## config.mk

```make
export PLATFORM = sky130hd
export DESIGN_NAME = wb_initiator
export DESIGN_NICKNAME = d
export VERILOG_FILES = /design/src/rtl/wb_initiator.sv
export SDC_FILE = /design/constraint.sdc
export NUM_CORES = 1
export LEC_CHECK = 0
export ABC_AREA = 1
export CAP_MARGIN = 20
export CORE_MARGIN = 4
export CORE_UTILIZATION = 38
export CTS_BUF_LIST = sky130_fd_sc_hd__clkbuf_16
export DETAILED_ROUTE_END_ITERATION = 8
export PLACE_DENSITY = 0.74
export SLEW_MARGIN = 20
export SYNTH_ARGS = -nofsm -noshare
export SYNTH_HDL_FRONTEND = slang
export SYNTH_SLANG_ARGS = --single-unit
```

## constraint.sdc

```tcl
create_clock -name clk -period 2.4 [get_ports clk]
set_clock_uncertainty 0.1 [all_clocks]
set_input_delay 0.72 -clock clk [delete_from_list [all_inputs] [get_ports clk]]
set_output_delay 0.72 -clock clk [all_outputs]
set_load 0.1 [all_outputs]
```

## src/rtl/wb_initiator.sv

```systemverilog
// Purpose: single-transaction Wishbone classic initiator; turns one local request into one bus
//          cycle and returns the result on a held response channel, with an optional ack timeout.
// Latency: request accepted at edge 0, earliest ack sampled at edge 1, respValid high after edge 1.
// Backpressure: reqReady is high only in IDLE; a response is held until respReady, and the next
//               request is taken no earlier than the edge after returning to IDLE.
//
// Ports:
//   clk, rst                     clock (rising edge) and asynchronous active-low reset
//   reqValid/reqReady            request handshake; reqWe, reqAdr, reqDat carry the request
//   respValid/respReady          response handshake; respDat is the captured data, respErr flags timeout
//   wbCycO, wbStbO, wbWeO,
//   wbAdrO, wbDatO               Wishbone initiator outputs
//   wbDatI, wbAckI               Wishbone responder inputs
module wb_initiator #(
   parameter int DATA_WIDTH = 16,
   parameter int ADDR_WIDTH = 4,
   parameter int TIMEOUT    = 15
) (
   input  logic                  clk,
   input  logic                  rst,
   input  logic                  reqValid,
   output logic                  reqReady,
   input  logic                  reqWe,
   input  logic [ADDR_WIDTH-1:0] reqAdr,
   input  logic [DATA_WIDTH-1:0] reqDat,
   output logic                  respValid,
   input  logic                  respReady,
   output logic [DATA_WIDTH-1:0] respDat,
   output logic                  respErr,
   output logic                  wbCycO,
   output logic                  wbStbO,
   output logic                  wbWeO,
   output logic [ADDR_WIDTH-1:0] wbAdrO,
   output logic [DATA_WIDTH-1:0] wbDatO,
   input  logic [DATA_WIDTH-1:0] wbDatI,
   input  logic                  wbAckI
);

   // A zero TIMEOUT would give a zero-width counter; keep one bit that simply never matters.
   localparam int CNT_W = (TIMEOUT > 0) ? $clog2(TIMEOUT + 1) : 1;
   localparam logic [CNT_W-1:0] CNT_LAST = (TIMEOUT > 0) ? CNT_W'(TIMEOUT - 1) : '0;

   typedef enum logic [1:0] {
      IDLE = 2'd0,
      BUS  = 2'd1,
      RESP = 2'd2
   } state_t;

   state_t           state;
   state_t           stateNext;
   logic [CNT_W-1:0] cnt;
   logic             accept;
   logic             timeoutHit;

   // cnt holds the number of ack-less sampling edges already spent in BUS, so the
   // edge on which it equals TIMEOUT-1 is the TIMEOUT-th one.
   assign timeoutHit = (TIMEOUT != 0) && (cnt == CNT_LAST);
   assign accept     = (state == IDLE) && reqValid;

   // Cycle/strobe and the handshakes are decoded straight from the state register so an
   // asynchronous reset drops them at once, without waiting for an edge.
   assign reqReady  = (state == IDLE);
   assign wbCycO    = (state == BUS);
   assign wbStbO    = (state == BUS);
   assign respValid = (state == RESP);

   always_ff @(posedge clk or negedge rst) begin
      if (!rst) begin
         state <= IDLE;
      end else begin
         state <= stateNext;
      end
   end

   always_comb begin
      stateNext = state;
      case (state)
         IDLE:    if (reqValid) stateNext = BUS;
         BUS:     if (wbAckI || timeoutHit) stateNext = RESP;
         RESP:    if (respReady) stateNext = IDLE;
         default: stateNext = IDLE;
      endcase
   end

   always_ff @(posedge clk or negedge rst) begin
      if (!rst) begin
         wbWeO   <= 1'b0;
         wbAdrO  <= '0;
         wbDatO  <= '0;
         respDat <= '0;
         respErr <= 1'b0;
         cnt     <= '0;
      end else begin
         if (accept) begin
            wbWeO  <= reqWe;
            wbAdrO <= reqAdr;
            wbDatO <= reqDat;
            cnt    <= '0;
         end
         if (state == BUS) begin
            // Ack takes priority over a timeout landing on the same edge.
            if (wbAckI) begin
               respDat <= wbDatI;
               respErr <= 1'b0;
            end else if (timeoutHit) begin
               respDat <= '0;
               respErr <= 1'b1;
            end else if ((TIMEOUT != 0) && (cnt != '1)) begin
               cnt <= cnt + 1'b1;
            end
         end
      end
   end

endmodule

```

======== Word level (Yosys, flattened, before mapping) ========
Cells that the tools add are included.
operators by class
  div/mod/pow operators ................... 0
  add/sub/neg operators ................... 1
  equality and inequality tests ........... 7
  multipliers ............................. 0
  reduce and logical (&&, ||, !) cells .... 6
  multiplexer cells ....................... 13
  $lt $le $gt $ge ......................... 0
  shifts and indexed selects .............. 0
  bitwise logic cells ..................... 0
operator list
  kind                                           count
  two-way mux 16 bit                             2
  two-way mux 4 bit                              5
  two-way mux 2 bit                              3
  one-hot mux 2 bit (3 select lines)             1
  adder 4 x 1 -> 4 bit, second input constant    1
  == test 4 bit, second input constant           1
  != test 2 x 1 -> 1 bit, second input constant  2
  != test 4 bit, second input constant           1
  AND reduction 3 bit                            1
  == test 2 x 1 -> 1 bit, second input constant  1
  == test 2 bit, second input constant           1
  zero test 2 bit                                1
  two-way mux 1 bit                              2
  != test 2 bit, second input constant           1
  AND reduction 2 bit                            1
  nonzero test 2 bit                             1
  logical AND 1 bit                              1
  logical OR 1 bit                               1
word-level totals
  memory bits (read-only) ................. 0
  bits in registers ....................... 44
  logic and storage cells ................. 34
  memories ................................ 0
  memory bits (writable) .................. 0
  bits in latches ......................... 0
  input port bits ......................... 42

======== Logic depth before layout (Yosys ltp) ========
Gate-level depths: netlist of the first run.
  word-level depth ........................ 7
  gate-level depth with buffers ........... 8
  gate-level depth less buffers ........... 7

======== Least setup slack after synthesis of the first run ========
No wires, ideal clock.
  path kind ............................... reg-to-output
  start point ............................. register state[1]
  end point ............................... output port respValid
  cell stages (with the launch flop) ...... 3
  buffers on the path ..................... 0
  slack ................................... -0.200 ns
  arrival ................................. 1.780 ns
  cells stage by stage .................... dfrtp_1 -> inv_2 -> nor2_1
on the way
  longest elaborated chain between the ends .. 1
ends and longest elaborated chain
  what                    line  source
  start, declared         49    state_t state;
  start signal, assigned  71    state <= stateNext;
  == test 2 bit           65    assign respValid = (state == RESP);
  end, declared           26    output logic respValid,
No other way between the ends.

======== Worst setup path in the final report of the first run ========
  start point ............................. register state[0]
  end point ............................... output port wbCycO
on the way
  longest elaborated chain between the ends .. 1
ends and longest elaborated chain
  what                    line  source
  == test 2 x 1 -> 1 bit  63    assign wbCycO = (state == BUS);
  end, declared           30    output logic wbCycO,
No other way between the ends.

==> impl_metrics.tcl, run 1 <==
set metrics [dict create \
    synth_cells 213 \
    worst-path-max-fanout 20 \
    grt_max_degree 24 \
    routed-via-count 1607 \
    htreeDepth 2 \
    antenna_found_initial 0 \
    grt_util_all_layers_pct 15.3 \
    max_freq_mhz 463 \
    hold_viol_final 0 \
    drive_gt1_share_pct 21.1 \
    synth-main-ff-cell "dfrtp_1" \
    first_iter_violations 66 \
    die_height_um 78.3 \
    ant_nets 0 \
    seq_area_frac_synth_pct 58.7 \
    cts.sinks 44 \
    regToRegSetupSlack_ps 940 \
    ys_ff_latch 44 \
    multi_input_area_um2 663 \
    clockRootBuffer "clkbuf_16" \
    reg2regPathDepth 6 \
    synth_area_leaders "dfrtp_1 59%, nand2_1 22%, nand3_1 6.1%" \
    drt-wirelength-per-cell_um 12.0 \
    num_rows 25 \
    synthMostInstantiatedCell "nand2_1" \
    relSlewSlack_pct 64.4 \
    synth_top_cell_by_area "dfrtp_1" \
    regArea_um2 1100 \
    vias_per_cell 4.39 \
    initial_utilization_pct 39.4 \
    grt_pass1_vias 1606 \
    drt-total-wl_um 4380 \
    syn_area_um2 1880 \
    crit_path_end "wbCycO" \
    worst_ep_required_time_ps 1580 \
    gp_congestion 0.705 \
    diodes 0 \
    worstSkewPairLatency_ps 280 \
    start_kind "flip-flop" \
    clk_pin_slew_ps 60 \
    synth.top_cells.by_count "111 x nand2_1, 44 x dfrtp_1, 23 x nand3_1, 7 x inv_1" \
    grt_pass1_wl_um 7360 \
    cp-end-kind "primary output" \
    gr-total-overflow 0 \
    avgSynthCellArea_um2 8.81 \
    drv_cap 0 \
    tightest_slew_ps 533 \
    ys_types 18 \
    syn_to_final_growth_pct 53.0 \
    fin_crit_ps 2160 \
    synth_top_cell_area_share_pct 58.7 \
    core_region_area_um2 4750 \
    r2r-end "cnt[0]" \
    n_fill_cell 428 \
    dp_hpwl_um 3180 \
    setup_violations 0 \
    die_w_um 78.3 \
    portBuffers 83 \
    ys_warn_count 0 \
    die-area_um2 6120 \
    setup-tns-final_ps 0 \
    cp.arrival_ps 1340 \
    nets 342 \
    post_cts_buffers 0 \
    drc 0 \
    cts_resized 0 \
    crit_path_start "state[0]" \
    r2r-start "state[1]" \
    async_flop_share_pct 100 \
    rsz0062_at_grt "false" \
    syn_nets 257 \
    status "complete, no violations" \
    synth_edf_count 0 \
    hold_class "in2async" \
    cts_tree "yes" \
    clock_path_buffers 2 \
    critPathKind "reg2out" \
    timing.hold.ws_ps 315 \
    pin_count 84 \
    finalCritPeriodShare_pct 89.9 \
    slew_viol_final 0 \
    postCtsHoldBufs 0 \
    cts_buffers 5 \
    first_pass_iters 4 \
]
-- final cells by class --
cell class | instances | area share [%]
repair buffers | 87 | 28.3
clock inverters | 3 | 1.48
flip-flops and latches | 44 | 38.4
inverters | 10 | 1.40
multi-input cells | 150 | 23.1
well taps | 67 | 2.92
clock buffers | 5 | 4.36
-- how the worst min path moves through the flow --
stage,cells after the start,slack (ps),end
CTS,1,330,wbDatO[9]
finish,1,310,respDat[3]
detailed placement,2,360,respDat[15]
global placement,2,360,respDat[1]
floorplan,0,320,cnt[0]
global route,1,360,wbWeO
-- flip-flops by register name (all words and copies together) (netlist names) --
name	count
cnt	4
wbDatO	16
respDat	16
wbWeO	1
state	2
respErr	1
wbAdrO	4
-- placed cells by master, fill, tap and decap left out --
master / count
clkinv_4: 1
inv_4: 1
bufinv_16: 1
buf_2: 1
buf_4: 41
nand3_1: 23
clkdlybuf4s50_1: 40
buf_12: 5
nor2_2: 2
nand3_2: 1
inv_1: 7
dfrtp_1: 44
clkinv_1: 1
nor2_1: 3
nand4_1: 2
nand2_1: 111
o21ai_1: 2
nor2_8: 1
nand2_4: 2
ha_1: 2
clkbuf_16: 5
inv_2: 2
o31ai_1: 1
-- worst max-delay path, cell delays in order (launching register included) --
cell	delay (ps)
dfrtp_1	440
inv_2	100
nor2_8	290
buf_12	220
-- cells by family after synthesis --
kind of cell / count (synthesis) / synth area share [%]
AOI/OAI and AO/OA: 3 / 0.934
adders and majority gates: 2 / 1.33
and+or+nand+nor: 145 / 33.0
buffers and inverters: 19 / 6.07
DFF: 44 / 58.7
-- metrics by stage --
stage / area (um2) / setup WS [ps] / util, % / cells
3_5_place_dp: 2700 / 442 / 56.8 / 358
6_report: 2870 / 241 / 60.3 / 366
3_3_place_gp: 2700 / 472 / 56.8 / 358
2_1_floorplan: 1880 / 233 / - / 213
5_1_grt: 2870 / 160 / 60.3 / 366
4_1_cts: 2870 / 238 / 60.3 / 366
-- routing by layer --
metal	up-vias	global-route usage (%)	wire [um]
li1	830	-	-
met1	711	19.0	1860
met2	62	25.5	2120
met3	4	5.28	360
met4	0	3.67	29
met5	-	0	0
Power of run 1 is not shown: default switching activity piles up to over one toggle a cycle in this logic, so the estimate is an artifact.
==> run 2: changes to the inputs <==
--- a/config.mk
+++ b/config.mk
@@ -10,6 +10,7 @@
 export CORE_MARGIN = 4
 export CORE_UTILIZATION = 38
 export CTS_BUF_LIST = sky130_fd_sc_hd__clkbuf_16
+export CTS_CLUSTER_DIAMETER = 80
 export DETAILED_ROUTE_END_ITERATION = 8
 export PLACE_DENSITY = 0.74
 export SLEW_MARGIN = 20
==> results of run 2 <==
Final layout, timing and power as in run 1 (identical DEF).
Power of run 2 is left out for the same reason.
